--- src/rtl/shift_commit_stage_if.sv ---
// Handshake and bus bundle between the barrel shifter, the commit stage, the register file and decode.
// The master side is the upstream shifter/driver and the slave side is the commit stage.
interface shift_commit_stage_if #(
    parameter int unsigned DATA_W = 16,
    parameter int unsigned ADDR_W = 3
);
    logic              valid_i;
    logic              ready_o;
    logic [DATA_W-1:0] data_shifted_i;
    logic              negative_i;
    logic              zero_i;
    logic              carry_i;
    logic              amt_zero_i;
    logic              setflags_i;
    logic [ADDR_W-1:0] rd_addr_i;
    logic              flush_i;
    logic              wb_valid_o;
    logic              wb_ready_i;
    logic [ADDR_W-1:0] wb_addr_o;
    logic [DATA_W-1:0] wb_data_o;
    logic [3:0]        flags_o;
    logic [ADDR_W-1:0] hazard_addr_i;
    logic              hazard_o;

    modport master (
        output valid_i, data_shifted_i, negative_i, zero_i, carry_i, amt_zero_i,
               setflags_i, rd_addr_i, flush_i, wb_ready_i, hazard_addr_i,
        input  ready_o, wb_valid_o, wb_addr_o, wb_data_o, flags_o, hazard_o
    );

    modport slave (
        input  valid_i, data_shifted_i, negative_i, zero_i, carry_i, amt_zero_i,
               setflags_i, rd_addr_i, flush_i, wb_ready_i, hazard_addr_i,
        output ready_o, wb_valid_o, wb_addr_o, wb_data_o, flags_o, hazard_o
    );
endinterface

--- src/rtl/shift_commit_stage.sv ---
// Two-entry in-order commit buffer behind the barrel shifter: register-file writeback,
// architectural NZCV update on commit, and a RAW hazard check for decode.
module shift_commit_stage #(
    parameter int unsigned DATA_W = 16,
    parameter int unsigned ADDR_W = 3
) (
    input  logic                  clk_i,
    input  logic                  reset_n_i,
    shift_commit_stage_if.slave   bus
);
    typedef enum logic [1:0] {
        ST_EMPTY = 2'd0,
        ST_ONE   = 2'd1,
        ST_FULL  = 2'd2
    } state_t;

    typedef struct packed {
        logic [DATA_W-1:0] data;
        logic              n;
        logic              z;
        logic              c;
        logic              amt_zero;
        logic              setflags;
        logic [ADDR_W-1:0] rd;
    } entry_t;

    state_t     state_q, state_nxt;
    entry_t     head_q, head_nxt;   // slot 0: oldest entry, drives wb_* directly
    entry_t     tail_q, tail_nxt;   // slot 1: second entry when full
    entry_t     in_entry;
    logic [3:0] flags_q, flags_nxt;
    logic       ready_q, ready_nxt;
    logic       wb_valid_q, wb_valid_nxt;
    logic       push, pop;

    assign in_entry = '{data:     bus.data_shifted_i,
                        n:        bus.negative_i,
                        z:        bus.zero_i,
                        c:        bus.carry_i,
                        amt_zero: bus.amt_zero_i,
                        setflags: bus.setflags_i,
                        rd:       bus.rd_addr_i};

    assign push = bus.valid_i && ready_q;
    assign pop  = wb_valid_q && bus.wb_ready_i;

    // State register plus all registered datapath/outputs.
    always_ff @(posedge clk_i or negedge reset_n_i) begin
        if (!reset_n_i) begin
            state_q    <= ST_EMPTY;
            head_q     <= '0;
            tail_q     <= '0;
            flags_q    <= 4'b0000;
            ready_q    <= 1'b1;
            wb_valid_q <= 1'b0;
        end else begin
            state_q    <= state_nxt;
            head_q     <= head_nxt;
            tail_q     <= tail_nxt;
            flags_q    <= flags_nxt;
            ready_q    <= ready_nxt;
            wb_valid_q <= wb_valid_nxt;
        end
    end

    // Occupancy FSM, slot shifting and commit-time flag update.
    always_comb begin
        state_nxt = state_q;
        head_nxt  = head_q;
        tail_nxt  = tail_q;
        flags_nxt = flags_q;

        if (bus.flush_i) begin
            // Slots keep their contents so wb_* hold their last values.
            state_nxt = ST_EMPTY;
        end else begin
            unique case (state_q)
                ST_EMPTY: begin
                    if (push) begin
                        head_nxt  = in_entry;
                        state_nxt = ST_ONE;
                    end
                end
                ST_ONE: begin
                    if (push && pop) begin
                        head_nxt = in_entry;
                    end else if (push) begin
                        tail_nxt  = in_entry;
                        state_nxt = ST_FULL;
                    end else if (pop) begin
                        state_nxt = ST_EMPTY;
                    end
                end
                ST_FULL: begin
                    if (pop) begin
                        head_nxt  = tail_q;
                        state_nxt = ST_ONE;
                    end
                end
                default: state_nxt = ST_EMPTY;
            endcase

            if (pop && head_q.setflags) begin
                flags_nxt[3] = head_q.n;
                flags_nxt[2] = head_q.z;
                // A zero shift amount leaves C untouched; V is never written by shifts.
                if (!head_q.amt_zero) begin
                    flags_nxt[1] = head_q.c;
                end
            end
        end

        ready_nxt    = (state_nxt != ST_FULL);
        wb_valid_nxt = (state_nxt != ST_EMPTY);
    end

    assign bus.ready_o    = ready_q;
    assign bus.wb_valid_o = wb_valid_q;
    assign bus.wb_addr_o  = head_q.rd;
    assign bus.wb_data_o  = head_q.data;
    assign bus.flags_o    = flags_q;

    // Combinational RAW check against every occupied slot.
    assign bus.hazard_o = ((state_q != ST_EMPTY) && (head_q.rd == bus.hazard_addr_i)) ||
                          ((state_q == ST_FULL)  && (tail_q.rd == bus.hazard_addr_i));
endmodule
--- src/flat_wrapper.sv ---
// flat-port wrapper written by rule: the top's interface ports become plain ports
module shift_commit_stage_flat 
#(
    parameter int unsigned DATA_W = 16,
    parameter int unsigned ADDR_W = 3
)
  (clk_i, reset_n_i, bus_valid_i, bus_data_shifted_i, bus_negative_i, bus_zero_i, bus_carry_i, bus_amt_zero_i, bus_setflags_i, bus_rd_addr_i, bus_flush_i, bus_wb_ready_i, bus_hazard_addr_i, bus_ready_o, bus_wb_valid_o, bus_wb_addr_o, bus_wb_data_o, bus_flags_o, bus_hazard_o);
  shift_commit_stage_if #(.DATA_W(DATA_W), .ADDR_W(ADDR_W)) bus_i ();
  input  logic clk_i;
  input  logic reset_n_i;
  input wire logic [$bits(bus_i.valid_i)-1:0] bus_valid_i;
  input wire logic [$bits(bus_i.data_shifted_i)-1:0] bus_data_shifted_i;
  input wire logic [$bits(bus_i.negative_i)-1:0] bus_negative_i;
  input wire logic [$bits(bus_i.zero_i)-1:0] bus_zero_i;
  input wire logic [$bits(bus_i.carry_i)-1:0] bus_carry_i;
  input wire logic [$bits(bus_i.amt_zero_i)-1:0] bus_amt_zero_i;
  input wire logic [$bits(bus_i.setflags_i)-1:0] bus_setflags_i;
  input wire logic [$bits(bus_i.rd_addr_i)-1:0] bus_rd_addr_i;
  input wire logic [$bits(bus_i.flush_i)-1:0] bus_flush_i;
  input wire logic [$bits(bus_i.wb_ready_i)-1:0] bus_wb_ready_i;
  input wire logic [$bits(bus_i.hazard_addr_i)-1:0] bus_hazard_addr_i;
  output wire logic [$bits(bus_i.ready_o)-1:0] bus_ready_o;
  output wire logic [$bits(bus_i.wb_valid_o)-1:0] bus_wb_valid_o;
  output wire logic [$bits(bus_i.wb_addr_o)-1:0] bus_wb_addr_o;
  output wire logic [$bits(bus_i.wb_data_o)-1:0] bus_wb_data_o;
  output wire logic [$bits(bus_i.flags_o)-1:0] bus_flags_o;
  output wire logic [$bits(bus_i.hazard_o)-1:0] bus_hazard_o;
  assign bus_i.valid_i = bus_valid_i;
  assign bus_i.data_shifted_i = bus_data_shifted_i;
  assign bus_i.negative_i = bus_negative_i;
  assign bus_i.zero_i = bus_zero_i;
  assign bus_i.carry_i = bus_carry_i;
  assign bus_i.amt_zero_i = bus_amt_zero_i;
  assign bus_i.setflags_i = bus_setflags_i;
  assign bus_i.rd_addr_i = bus_rd_addr_i;
  assign bus_i.flush_i = bus_flush_i;
  assign bus_i.wb_ready_i = bus_wb_ready_i;
  assign bus_i.hazard_addr_i = bus_hazard_addr_i;
  assign bus_ready_o = bus_i.ready_o;
  assign bus_wb_valid_o = bus_i.wb_valid_o;
  assign bus_wb_addr_o = bus_i.wb_addr_o;
  assign bus_wb_data_o = bus_i.wb_data_o;
  assign bus_flags_o = bus_i.flags_o;
  assign bus_hazard_o = bus_i.hazard_o;
  shift_commit_stage #(.DATA_W(DATA_W), .ADDR_W(ADDR_W)) u_core (.clk_i(clk_i), .reset_n_i(reset_n_i), .bus(bus_i));
endmodule
--- config.mk ---
export PLATFORM = sky130hd
export DESIGN_NAME = shift_commit_stage_flat
export DESIGN_NICKNAME = d
export VERILOG_FILES = /design/src/rtl/shift_commit_stage_if.sv /design/src/rtl/shift_commit_stage.sv /design/src/flat_wrapper.sv
export SDC_FILE = /design/constraint.sdc
export NUM_CORES = 1
export LEC_CHECK = 0
export CORE_AREA = 2 2 80 82
export CTS_BUF_LIST = sky130_fd_sc_hd__clkbuf_8
export DETAILED_ROUTE_END_ITERATION = 10
export DIE_AREA = 0 0 82 84
export PLACE_DENSITY = 0.74
export SLEW_MARGIN = 20
export SYNTH_ARGS = -nofsm -noshare
export SYNTH_HDL_FRONTEND = slang
export SYNTH_SLANG_ARGS = --single-unit
export TNS_END_PERCENT = 10
--- constraint.sdc ---
create_clock -name clk_i -period 1.9 [get_ports clk_i]
set_clock_uncertainty 0.2 [all_clocks]
set_input_delay 0.19 -clock clk_i [delete_from_list [all_inputs] [get_ports clk_i]]
set_output_delay 0.19 -clock clk_i [all_outputs]
set_load 0.02 [all_outputs]
==> results.md, run 1 <==
Logic synthesis:
- Each instance of the synthesized netlist takes up on average 14.10 um2.
- Synthesis produced a netlist whose cell count is 188.
- The number of warnings reported in the yosys synthesis log is 0.
- The net count after synthesis is between 200 and 250.
- For this run, the leading register cell type out of synthesis is dfrtp_1.
- The fraction of registers with async set or reset after synthesis is between 90% and 100%.
- The synthesized cell area is 2651 um2.
- The number of distinct library cell variants in the gate-level netlist after synthesis is 29.
- The flip-flop and latch count after synthesis is 55.
- The share of the Yosys chip area taken by registers is 51.96%.
- The number of flops mapped to enable cells by yosys is 0.

Floorplanning:
- The number of top-level design ports is between 50 and 60.
- The standard cell core area is 6096 um2.
- The die is approximately 82 um wide.
- For this configuration, the core starts out at a cell density of approximately 43%.
- The count of standard-cell rows is 29.
- The die is 84 um tall.
- The die covers 6888 um2.

CTS:
- The number of buffers on the longest clock path is 2.
- The master cell of the clock root buffer is clkbuf_8.
- TritonCTS built the clock tree.
- The TritonCTS buffer count is 5.
- The sink count of the clock tree is 55.
- The clock insertion delay at the later pin of the skew report is around 300 ps.
- The H-tree depth is 2.
- The clock transition at the registers of the reported paths is 110 ps.

Global routing:
- The initial antenna violation count is 0.
- The total overflow left after global routing is 0.
- Entering global routing, the biggest net connects 27 pins.
- The wire length of the first global-routing pass is roughly 9000 um.
- The number of global-route vias before repair is 1,796.
- The global-route usage over all layers is 17.08%.

Job:
- The tool flagged a number of max-cap violations equal to 0.

Placement:
- Buffers placed on the I/O ports in this run total 56.
- Once placement finished, the instance area stood at 3259 um2.
- The global placer's final weighted congestion is 0.7490.
- The total half-perimeter wirelength after legalization and detailed placement is approximately 3500 um.
- At the placement stage, the worst setup path has a slack of -291.3 ps.

Detailed routing:
- Wires add up to 5360 um.
- The residual DRC count is 0.
- The antenna violation net count after detailed routing is 0.
- The number of iterations in the first detailed-routing pass is 3.
- The detailed router finished its first iteration with 82 violations.
- The average routed wire per standard cell is 16.39 um.
- After detailed routing, the number of vias per cell comes to 5.000.
- The routed layout has 1,635 vias.

Timing:
- Setup repair after global routing could not meet its margin everywhere.
- Counting I/O delays and the setup requirement, the final critical path takes approximately 2000 ps.
- Once routing completed, OpenROAD measured the worst setup slack at -85.48 ps.
- The final max-slew violation count is 0.
- The final worst-path cycle share is 104.5%.
- The count of endpoints failing hold in the final timing report is 0.
- Setup violations remaining at the end of the flow were counted as 24.
- For the final routed database, the setup TNS stands at -1588 ps.
- The highest achievable clock rate is about 500 MHz.

Power and ir drop:
- The worst supply voltage drop on vdd is around 0.00054 V.
- The total power consumption of the routed design is approximately 4.0 mW.
- Dividing total power by cell area gives a power density of around 1100 nW/um2.
- Summed over all cells, the static leakage comes to 1.549 nW.

Critical path:
- In this run the critical register-to-register path is launched from u_core.bus.ready_o$_DFF_PN1_.
- The critical path starts at u_core.bus.ready_o$_DFF_PN1_.
- The setup slack on the worst flop-to-flop path is -90 ps.
- The data arrival at the endpoint of the critical path is 1980 ps.
- The count of cells along the worst register-to-register path is 5.
- The signal on the critical path passes through nand3b_1 -> a221oi_4 -> buf_6 -> buf_8 -> mux2_4.
- In this run the worst path has a maximum fanout of 5.
- The launching element type of the critical path is a register.
- STA classifies the critical path endpoint as a register.
- The endpoint identified for the worst register-to-register timing path is u_core.bus.wb_data_o[2]$_DFFE_PN0P_.
- STA puts the critical path data required time at between 1500 and 2000 ps.
- The highest-delay cell along the critical path is dfstp_2.
- The buffer and inverter count on the worst path is 2.
- The cell family contributing the most delay on the critical path is flip-flops.
- The classification of the worst setup path is reg2reg.
- For this run, the slowest stage of the critical path takes 540 ps.

Cells and area:
- The antenna diode count is 0.
- After filler insertion, the fill cell instance count of the layout stands at between 400 and 500.
- The relative area change from synthesis to final layout is 33.13%.
- Cells fill between 50 and 60% of the core in the end.
- For this run, the post-layout net count is 281.
- The multi-input combinational cells in the finished layout cover a total of 1155 um2.
- Across the whole layout, storage elements account for ~1400 um2.
- The layout cell share with drive strength beyond 1 is a little under half.
- Summing all non-filler instances in the final layout gives an area of 3530 um2.

Status:
- The run finished, with violations left.
- The checks that failed: setup timing.

Hold path:
- The path class of the lowest-slack min-delay path is in2async.
[worst max path at each step]
stage | end | slack (ps) | depth (start not counted)
after floorplan | u_core.bus.wb_addr_o[1]$_DFFE_PN0P_ | -90 | 4
after global placement | u_core.bus.wb_data_o[3]$_DFFE_PN0P_ | -240 | 5
after detailed placement | u_core.bus.wb_data_o[2]$_DFFE_PN0P_ | -290 | 5
after CTS | u_core.bus.wb_data_o[2]$_DFFE_PN0P_ | -90 | 5
after global routing | u_core.bus.wb_data_o[12]$_DFFE_PN0P_ | -140 | 5
final | u_core.bus.wb_data_o[2]$_DFFE_PN0P_ | -90 | 5
[cells by family (layout without fill, tap and decap cells)]
family | count (synthesis) | in the layout | synth area share [%]
AOI/OAI and AO/OA | 10 | 10 | 3.351
xor gates and xnor gates | 6 | 6 | 1.982
and+or+nand+nor | 13 | 13 | 2.879
muxes | 75 | 75 | 31.85
DFF | 55 | 55 | 51.96
other | 1 | 1 | 0.1414
buffers and inverters | 28 | 90 | 7.834
[where the power goes]
group / internal [mW] / total, mW / switching (mW)
clock: 0.299 / 0.687 / 0.388
combinational: 0.897 / 1.46 / 0.566
sequential: 1.58 / 1.82 / 0.234
[per-layer routing]
metal / share of wire, % / vias to the layer above / routed length, um / GRT usage [%]
li1: - / 766 / - / -
met1: 45 / 825 / 2428 / 23.65
met2: 49 / 38 / 2629 / 27.64
met3: 4.6 / 6 / 247 / 3.139
met4: 1.0 / 0 / 55 / 4.091
met5: 0 / - / 0 / 0
[sequential cells by signal, summed over array words and instances, names as in the netlist]
| name | flops |
|---|---|
| u_core.state_q | 2 |
| u_core.bus.wb_valid_o | 1 |
| u_core.bus.wb_data_o | 16 |
| u_core.bus.wb_addr_o | 3 |
| u_core.tail_q | 24 |
| u_core.bus.flags_o | 3 |
| u_core.head_q | 5 |
| u_core.bus.ready_o | 1 |
[cell usage after synthesis (3+ instances only)]
cell type	number	area share, %
xnor2_1	3	0.99
buf_4	20	5.7
buf_2	4	0.76
a21oi_1	3	0.57
mux2_2	74	31
nand2_1	4	0.57
buf_6	3	1.3
dfrtp_1	54	51
xor2_1	3	0.99
[metrics by stage]
| stage | cells | hold slack, ps |
|---|---|---|
| 2_1_floorplan | 188 | -305.6 |
| 3_3_place_gp | 311 | -23.24 |
| 3_5_place_dp | 311 | -15.96 |
| 4_1_cts | 327 | 179.5 |
| 5_1_grt | 327 | 199.4 |
| 6_report | 327 | 161.8 |
[area by class of cell]
class | count | share of cell area [%]
inverters | 1 | 0.1063
multi-input cells | 105 | 32.72
flip-flops and latches | 55 | 39.03
well taps | 77 | 2.730
repair buffers | 81 | 22.62
clock buffers | 6 | 2.340
clock inverters | 2 | 0.4608
[repair_timing]
action | 4_1_cts | 5_1_grt
buffers inserted | 5 | 0
gates resized for setup | 38 | 2
endpoints found under the setup margin | 26 | 25
hold buffers | 1 | 0
pin swaps | 1 | 3
endpoints found under the hold margin | 19 | 0
gates cloned | 2 | 0
[layout by cell type, fill, tap and decap left out, types with 2 or more instances in the layout]
cell type	instances
buf_2	2
clkbuf_8	6
a21oi_1	3
xnor2_1	3
dfrtp_1	54
buf_6	3
xor2_1	3
buf_4	16
nand2_1	4
clkdlybuf4s50_1	53
mux2_4	19
buf_12	2
buf_8	3
mux2_2	56
Note: power is estimated with default switching activity, not from simulation.
==> run 2: changes to the inputs <==
--- a/config.mk
+++ b/config.mk
@@ -9,7 +9,7 @@
 export CTS_BUF_LIST = sky130_fd_sc_hd__clkbuf_8
 export DETAILED_ROUTE_END_ITERATION = 10
 export DIE_AREA = 0 0 82 84
-export PLACE_DENSITY = 0.74
+export PLACE_DENSITY = 0.71
 export SLEW_MARGIN = 20
 export SYNTH_ARGS = -nofsm -noshare
 export SYNTH_HDL_FRONTEND = slang
==> constraint.sdc (replaced) <==
create_clock -name clk_i -period 2.2 [get_ports clk_i]
set_clock_uncertainty 0.2 [all_clocks]
set_input_delay 0.22 -clock clk_i [delete_from_list [all_inputs] [get_ports clk_i]]
set_output_delay 0.22 -clock clk_i [all_outputs]
set_load 0.02 [all_outputs]
==> run 2 against run 1 <==
The run now ends clean. Clock power is 0.7% higher. Non-clock buffer count down 11. Worst hold slack improved by 55 ps. Sequential power down 14%. Worst setup slack improved by 200 ps. Critical path depth is the same. Count of clock-buffer cells in the layout is the same. Die area unchanged. Sequential cell count is the same. First-iteration DRC count down 52%. Final cell count is 3.4% lower. Critical endpoint is now bus_hazard_o. Largest cell class unchanged. Largest power group unchanged.
==> results.md, run 2 (same netlist as run 1, synthesis figures left out) <==
Global routing:
- The number of global-route vias before repair came to 1,602 (-11%).
- The largest net degree at the start of global routing is 25 (-7.4%).
- The initial antenna violation count came to 0 (unchanged).
- The total overflow reported by the global router is 0 (unchanged).
- The global-route usage over all layers was 14.95% (-2.1 points).
- The wire length of the first global-routing pass came to 7769 um (-14%).

Detailed routing:
- The vias after detailed routing is 1,551 (-5.1%).
- The via density per instance came to 4.908 (-1.8%).
- The number of iterations in the first detailed-routing pass is 3 (unchanged).
- The number of violations reported at the end of detailed-routing iteration 0 was 39 (-52%).
- The total wire length after detailed routing is 4683 um (-13%).
- The residual DRC count was 0 (unchanged).
- The antenna violation net count after detailed routing was 0 (unchanged).
- The average routed wire per standard cell was 14.82 um (-9.6%).

Power and ir drop:
- The power density relative to cell area is 1007 nW/um2 (-10%).
- The worst supply voltage drop on vdd is 0.0005380 V (-0.65%).
- The leakage component of the power is 1.416 nW (-8.6%).

Critical path:
- The startpoint of the most critical setup path is u_core.state_q[0]$_DFF_PN0_.
- Among all stages on the critical path, the largest delay is contributed by dfrtp_1.
- STA classifies the critical path endpoint as an output port.
- The count of cells along the worst register-to-register path is 5 (unchanged).
- The data required time at the worst endpoint came to 1780 ps (-110 ps).
- The worst setup path is launched from a register.
- The data arrival at the endpoint of the critical path came to 1670 ps (-310 ps).
- The setup slack on the worst flop-to-flop path is 140 ps (+230 ps).
- The delay of the slowest cell on the worst path came to 390 ps (-150 ps).
- In this run the critical register-to-register path is captured at u_core.head_q[5]$_DFFE_PN0P_.
- The critical-path maximum fanout came to 5 (unchanged).
- The signal on the critical path passes through buf_4 -> or2_2 -> nand4_1 -> o41ai_1 -> dlygate4sd2_1.
- The worst register-to-register path begins at u_core.state_q[0]$_DFF_PN0_.
- The critical path is of the reg2out type.

Cells and area:
- The layout cell share with drive strength beyond 1 is 41.42% (-4.2 points).
- The footprint of the multi-input gates is 1066 um2 (-7.7%).
- The relative area change from synthesis to final layout is 25.34%.
- The area of all sequential standard cells is 1378 um2 (unchanged).
- The flip-flop count of the largest register after layout was 24 (unchanged).
- The final design area excluding fillers was 3323 um2 (-5.8%).
- The final-stage net count came to 270 (-3.9%).
- The library cells used most frequently in the layout, excluding fill and tap cells, are 74 x mux2_2, 54 x clkdlybuf4s50_1, 54 x dfrtp_1.
- The antenna diode count is 0 (unchanged).
- Counting flops per register, the top entry is u_core.tail_q.
- The number of inserted filler cells in the final layout is 512 (+3.6%).
- The core utilization of the finished layout is 54.52% (-3.4 points).
- The library cell used most frequently in the layout, excluding fill and tap cells, is mux2_2.

Timing:
- The highest achievable clock rate is 479.0 MHz.
- The final max-slew violation count is 0 (unchanged).
- Measured against its own limit, the worst slew margin works out to 63.94%.
- After layout, the worst path uses a little over nine tenths of the clock period.
- Setup repair after global routing left no endpoint under its margin.
- The worst hold slack after final layout is 216.3 ps (+54.51 ps).
- The time the worst path needs with I/O delays and setup is 2088 ps.
- The count of endpoints failing hold in the final timing report is 0 (unchanged).
- For the pin with the worst max-slew slack, the measured transition is 540.8 ps.
- The count of final setup violators is 0 (-100%).

CTS:
- The number of setup buffers added after CTS was 0 (-5).
- The master cell of the clock root buffer is clkbuf_8.
- The clock transition at the registers of the reported paths is 100 ps (about the same).
- TritonCTS built the clock tree.
- The TritonCTS buffer count is 5 (unchanged).
- The sink count of the clock tree is 55 (unchanged).
- The number of buffers on the longest clock path is 2 (unchanged).
- The H-tree depth is 2 (unchanged).
- The clock insertion delay at the later pin of the skew report came to 310 ps (about the same).

Placement:
- The total half-perimeter wirelength after legalization and detailed placement was 3396 um (-3.3%).
- The total cell area at the placement stage came to 3197 um2 (-1.9%).
- The quantity of I/O buffers inserted on ports is 56 (unchanged).
- The global placer's final weighted congestion is 0.7649 (+2.1%).

Job:
- The max-capacitance violation count is 0 (unchanged).

Status:
- The run finished with clean final reports.

Floorplanning:
- The count of standard-cell rows is 29 (unchanged).
- The width of the die was 82 um (unchanged).
- The number of top-level design ports was 58 (unchanged).
- The standard cell core area is 6096 um2 (unchanged).
- The starting utilization of the core area is 43.49% (unchanged).
- The overall die height is 84 um (unchanged).
- The floorplan die area is 6888 um2 (unchanged).

Hold path:
- The path class of the lowest-slack min-delay path is in2async.
run 2: worst max-delay path by stage:
stage,end,slack (ps)
5_1_grt,bus_hazard_o,20
2_1_floorplan,bus_hazard_o,80
4_1_cts,bus_hazard_o,90
6_report,bus_hazard_o,110
3_5_place_dp,bus_hazard_o,-40
3_3_place_gp,bus_hazard_o,-60
run 2: layer usage:
metal / part of all wire, % / up-vias / track usage, %
li1: - / 748 / -
met1: 48 / 757 / 20.35
met2: 46 / 40 / 22.99
met3: 5.6 / 6 / 4.004
met4: 1.3 / 0 / 5.000
met5: 0 / - / 0
run 2: cell type report:
class	count	share of cell area (%)
sequential	55	41.45
clock inverter	2	1.054
inverter	1	0.1130
timing repair buffer	70	19.92
multi-input combinational	105	32.08
tap	77	2.899
clock buffer	6	2.485
run 2: stage by stage:
step	setup slack, ps	total power [mW]	TNS, ps	instances
5_1_grt	16.09	3.550	0	316
4_1_cts	90.30	3.404	0	316
2_1_floorplan	81.00	2.358	0	188
3_3_place_gp	-63.52	2.661	-63.52	307
6_report	112.4	3.348	0	316
3_5_place_dp	-41.99	2.691	-41.99	307
run 2: critical path: cells and delay by family (launching register included):
| family | cells | cell delay (ps) |
|---|---|---|
| and+or+nand+nor | 2 | 430 |
| AOI/OAI and AO/OA | 1 | 70 |
| buffers and inverters | 2 | 470 |
| DFF | 1 | 390 |
run 2: where the power goes:
part	total [mW]	switching (mW)	leakage (nW)	internal [mW]
combinational	1.10	0.440	0.694	0.655
sequential	1.56	0.194	0.661	1.37
clock	0.692	0.324	0.0612	0.369
total	3.35	0.958	1.42	2.39
run 2: what timing repair did:
action / CTS / global route
resized for setup: 1 / 0
hold endpoints to repair: 22 / 0
setup endpoints to repair: 1 / 0
hold buffers: 1 / 0
==> run 3: changes to the inputs <==
--- a/config.mk
+++ b/config.mk
@@ -6,7 +6,6 @@
 export NUM_CORES = 1
 export LEC_CHECK = 0
 export CORE_AREA = 2 2 80 82
-export CTS_BUF_LIST = sky130_fd_sc_hd__clkbuf_8
 export DETAILED_ROUTE_END_ITERATION = 10
 export DIE_AREA = 0 0 82 84
 export PLACE_DENSITY = 0.71
==> constraint.sdc (replaced) <==
create_clock -name clk_i -period 2.7 [get_ports clk_i]
set_clock_uncertainty 0.2 [all_clocks]
set_input_delay 0.27 -clock clk_i [delete_from_list [all_inputs] [get_ports clk_i]]
set_output_delay 0.27 -clock clk_i [all_outputs]
set_load 0.02 [all_outputs]
==> run 3 against run 2 <==
Combinational power down 19%. Die area is the same. Register-to-register slack improved by 480 ps. Worst hold slack gained 74 ps. Global-route usage shrank 0.53 points.
==> results.md, run 3 (same netlist as run 1, synthesis figures left out) <==
Global routing:
- The initial antenna violation count was 0 (unchanged).
- The number of global-route vias before repair was 1,594 (-0.50%).
- The total overflow reported by the global router is 0 (unchanged).
- The global-route usage over all layers is 14.42% (-0.53 points).
- The largest net degree at the start of global routing came to 56 (+120%).
- The wire length of the first global-routing pass is 7638 um (-1.7%).

Critical path:
- The data required time at the worst endpoint is 2230 ps (+450 ps).
- The critical path is of the reg2out type.
- The buffer and inverter count on the worst path was 1 (-1).
- The critical-path maximum fanout was 6 (+1).
- The cell family contributing the most delay on the critical path is buffers and inverters.
- The setup slack on the worst flop-to-flop path is 620 ps (+480 ps).
- In this run the critical register-to-register path is captured at u_core.head_q[5]$_DFFE_PN0P_.
- The worst setup path is launched from a register.
- The startpoint of the most critical setup path is u_core.state_q[0]$_DFF_PN0_.
- The endpoint of the worst setup timing path is bus_hazard_o.
- The slowest stage of the critical path belongs to the cell clkdlybuf4s50_1.
- The worst register-to-register path begins at u_core.state_q[0]$_DFF_PN0_.
- The count of cells along the worst register-to-register path is 5 (unchanged).
- The delay of the slowest cell on the worst path is 670 ps (+280 ps).
- The critical path depth in cells is 3 (-2).
- Traced cell by cell, the critical path runs through nand2b_1 -> o41ai_1 -> clkdlybuf4s50_1.
- The data arrival at the endpoint of the critical path is 1990 ps (+320 ps).
- STA classifies the critical path endpoint as an output port.

Detailed routing:
- The vias after detailed routing came to 1,565 (+0.90%).
- The number of violations reported at the end of detailed-routing iteration 0 is 61 (+56%).
- The number of iterations in the first detailed-routing pass is 4 (+1).
- The total wire length after detailed routing is 4741 um (+1.2%).
- The via density per instance is 5.048 (+2.9%).
- The antenna violation net count after detailed routing came to 0 (unchanged).
- The residual DRC count is 0 (unchanged).
- The average routed wire per standard cell is 15.29 um (+3.2%).

Placement:
- The global placer's final weighted congestion was 0.7159 (-6.4%).
- The total half-perimeter wirelength after legalization and detailed placement is 3391 um (-0.14%).
- The total cell area at the placement stage is 3164 um2 (-1.0%).
- The placed instance count came to 301 (-2.0%).
- The placement-stage worst setup slack was 340.9 ps (+382.8 ps).
- The quantity of I/O buffers inserted on ports is 56 (unchanged).

Timing:
- The count of endpoints failing hold in the final timing report is 0 (unchanged).
- The setup TNS came to 0 ps (unchanged).
- Of the available clock period, the critical path in the final layout requires between 90% and 100%.
- The final max-slew violation count is 0 (unchanged).
- The count of final setup violators is 0 (unchanged).
- Setup repair after global routing left no endpoint under its margin.
- The worst hold slack after final layout is 289.9 ps (+73.57 ps).
- The time the worst path needs with I/O delays and setup is 2463 ps.
- The highest achievable clock rate is 406.0 MHz.
- The worst setup slack after layout is 236.9 ps (+124.5 ps).

Power and ir drop:
- The worst supply voltage drop on vdd is 0.0004527 V (-16%).
- The fraction of power spent switching nets is 29.95% (+1.3 points).
- The clock network fraction of design power is 16.8% (-3.9 points).
- The leakage component of the power is 1.367 nW (-3.5%).
- The sequential group share of total power is 48.9% (+2.3 points).
- The fraction of power consumed by combinational cells is 34.3% (+1.6 points).
- The internal power contribution is 1.825 mW (-24%).
- The net switching power figure came to 780.6 uW (-19%).
- The power density relative to cell area was 799.5 nW/um2 (-21%).
- The total power consumption of the routed design is 2.606 mW (-22%).

Floorplanning:
- The standard cell core area came to 6096 um2 (unchanged).
- The floorplan die area is 6888 um2 (unchanged).
- The number of top-level design ports is 58 (unchanged).
- The count of standard-cell rows is 29 (unchanged).
- The overall die height is 84 um (unchanged).
- The starting utilization of the core area was 43.49% (unchanged).
- The width of the die is 82 um (unchanged).

Hold path:
- The tightest min-delay check is of the in2async type.

Cells and area:
- The core utilization of the finished layout is 53.47% (-1.0 points).
- The final design area excluding fillers is 3259 um2 (-1.9%).
- The flip-flop count of the largest register after layout was 24 (unchanged).
- The final-stage net count was 264 (-2.2%).
- The footprint of the multi-input gates was 1066 um2 (unchanged).
- The layout cell share with drive strength beyond 1 is 39.48% (-1.9 points).
- The library cell used most frequently in the layout, excluding fill and tap cells, is mux2_2.
- The number of inserted filler cells in the final layout is 536 (+4.7%).
- Ranked by flip-flop count, first place goes to u_core.tail_q.
- The antenna diode count is 0 (unchanged).
- From synthesis to final layout, the design area changed by 22.94%.
- The area of all sequential standard cells is 1378 um2 (unchanged).
- The top cell types in the final layout, fill and taps aside, are 74 x mux2_2, 55 x clkdlybuf4s50_1, 54 x dfrtp_1.
- The final non-filler cell total is 310 (-1.9%).

CTS:
- The number of setup buffers added after CTS is 0 (unchanged).
- The sink count of the clock tree is 55 (unchanged).
- The clock transition at the registers of the reported paths came to 90 ps (about the same).
- The count of instances resized after the clock tree is built was 0 (-1).
- The TritonCTS buffer count was 5 (unchanged).
- The number of buffers on the longest clock path was 2 (unchanged).
- In this run the clock root is driven by a clkbuf_8.
- The clock insertion delay at the later pin of the skew report is 300 ps (about the same).
- The TritonCTS clock tree is built.
- The H-tree depth was 2 (unchanged).

Status:
- The run finished with clean final reports.

Job:
- The max-capacitance violation count was 0 (unchanged).
## run 3: final cells by class
class | instances | share of cell area (%)
well taps | 77 | 2.956
inverters | 1 | 0.1152
clock inverters | 2 | 0.3839
flip-flops and latches | 55 | 42.26
multi-input cells | 105 | 32.71
repair buffers | 64 | 19.35
clock buffers | 6 | 2.226
## run 3: how the worst min path moves through the flow
stage,to,cells after the start,slack [ps],start
detailed placement,u_core.tail_q[7]$_DFFE_PN0P_,2,90,reset_n_i
finish,u_core.bus.flags_o[2]$_DFFE_PN0P_,3,290,reset_n_i
global placement,u_core.tail_q[6]$_DFFE_PN0P_,2,100,reset_n_i
global route,u_core.bus.wb_data_o[15]$_DFFE_PN0P_,3,330,reset_n_i
floorplan,u_core.bus.flags_o[1]$_DFFE_PN0P_,0,-230,reset_n_i
CTS,u_core.bus.flags_o[2]$_DFFE_PN0P_,3,300,reset_n_i
## run 3: tightest hold or removal path: cells and delay by family
kind	cells	cell delay (ps)
buf+inv	3	920
## run 3: timing repair
item                                    4_1_cts  5_1_grt
hold buffers                                  1        0
hold endpoints to repair                     54        0
endpoints found under the setup margin        0        0
## run 3: power by group through the flow
stage               clock network (mW)  logic (mW)  registers [mW]
floorplan                            0       0.650            1.27
global placement                     0       0.884            1.28
detailed placement                   0       0.906            1.29
CTS                              0.454       0.909            1.28
global route                     0.483       0.959            1.31
finish                           0.437       0.895            1.27
## run 3: routing by layer
| metal | track usage, % | routed length, um | vias to the layer above |
|---|---|---|---|
| met1 | 19.93 | 2226 | 788 |
| met4 | 4.091 | 46 | 0 |
| met3 | 3.139 | 233 | 7 |
| li1 | - | - | 730 |
| met2 | 22.69 | 2235 | 40 |
| met5 | 0 | 0 | - |
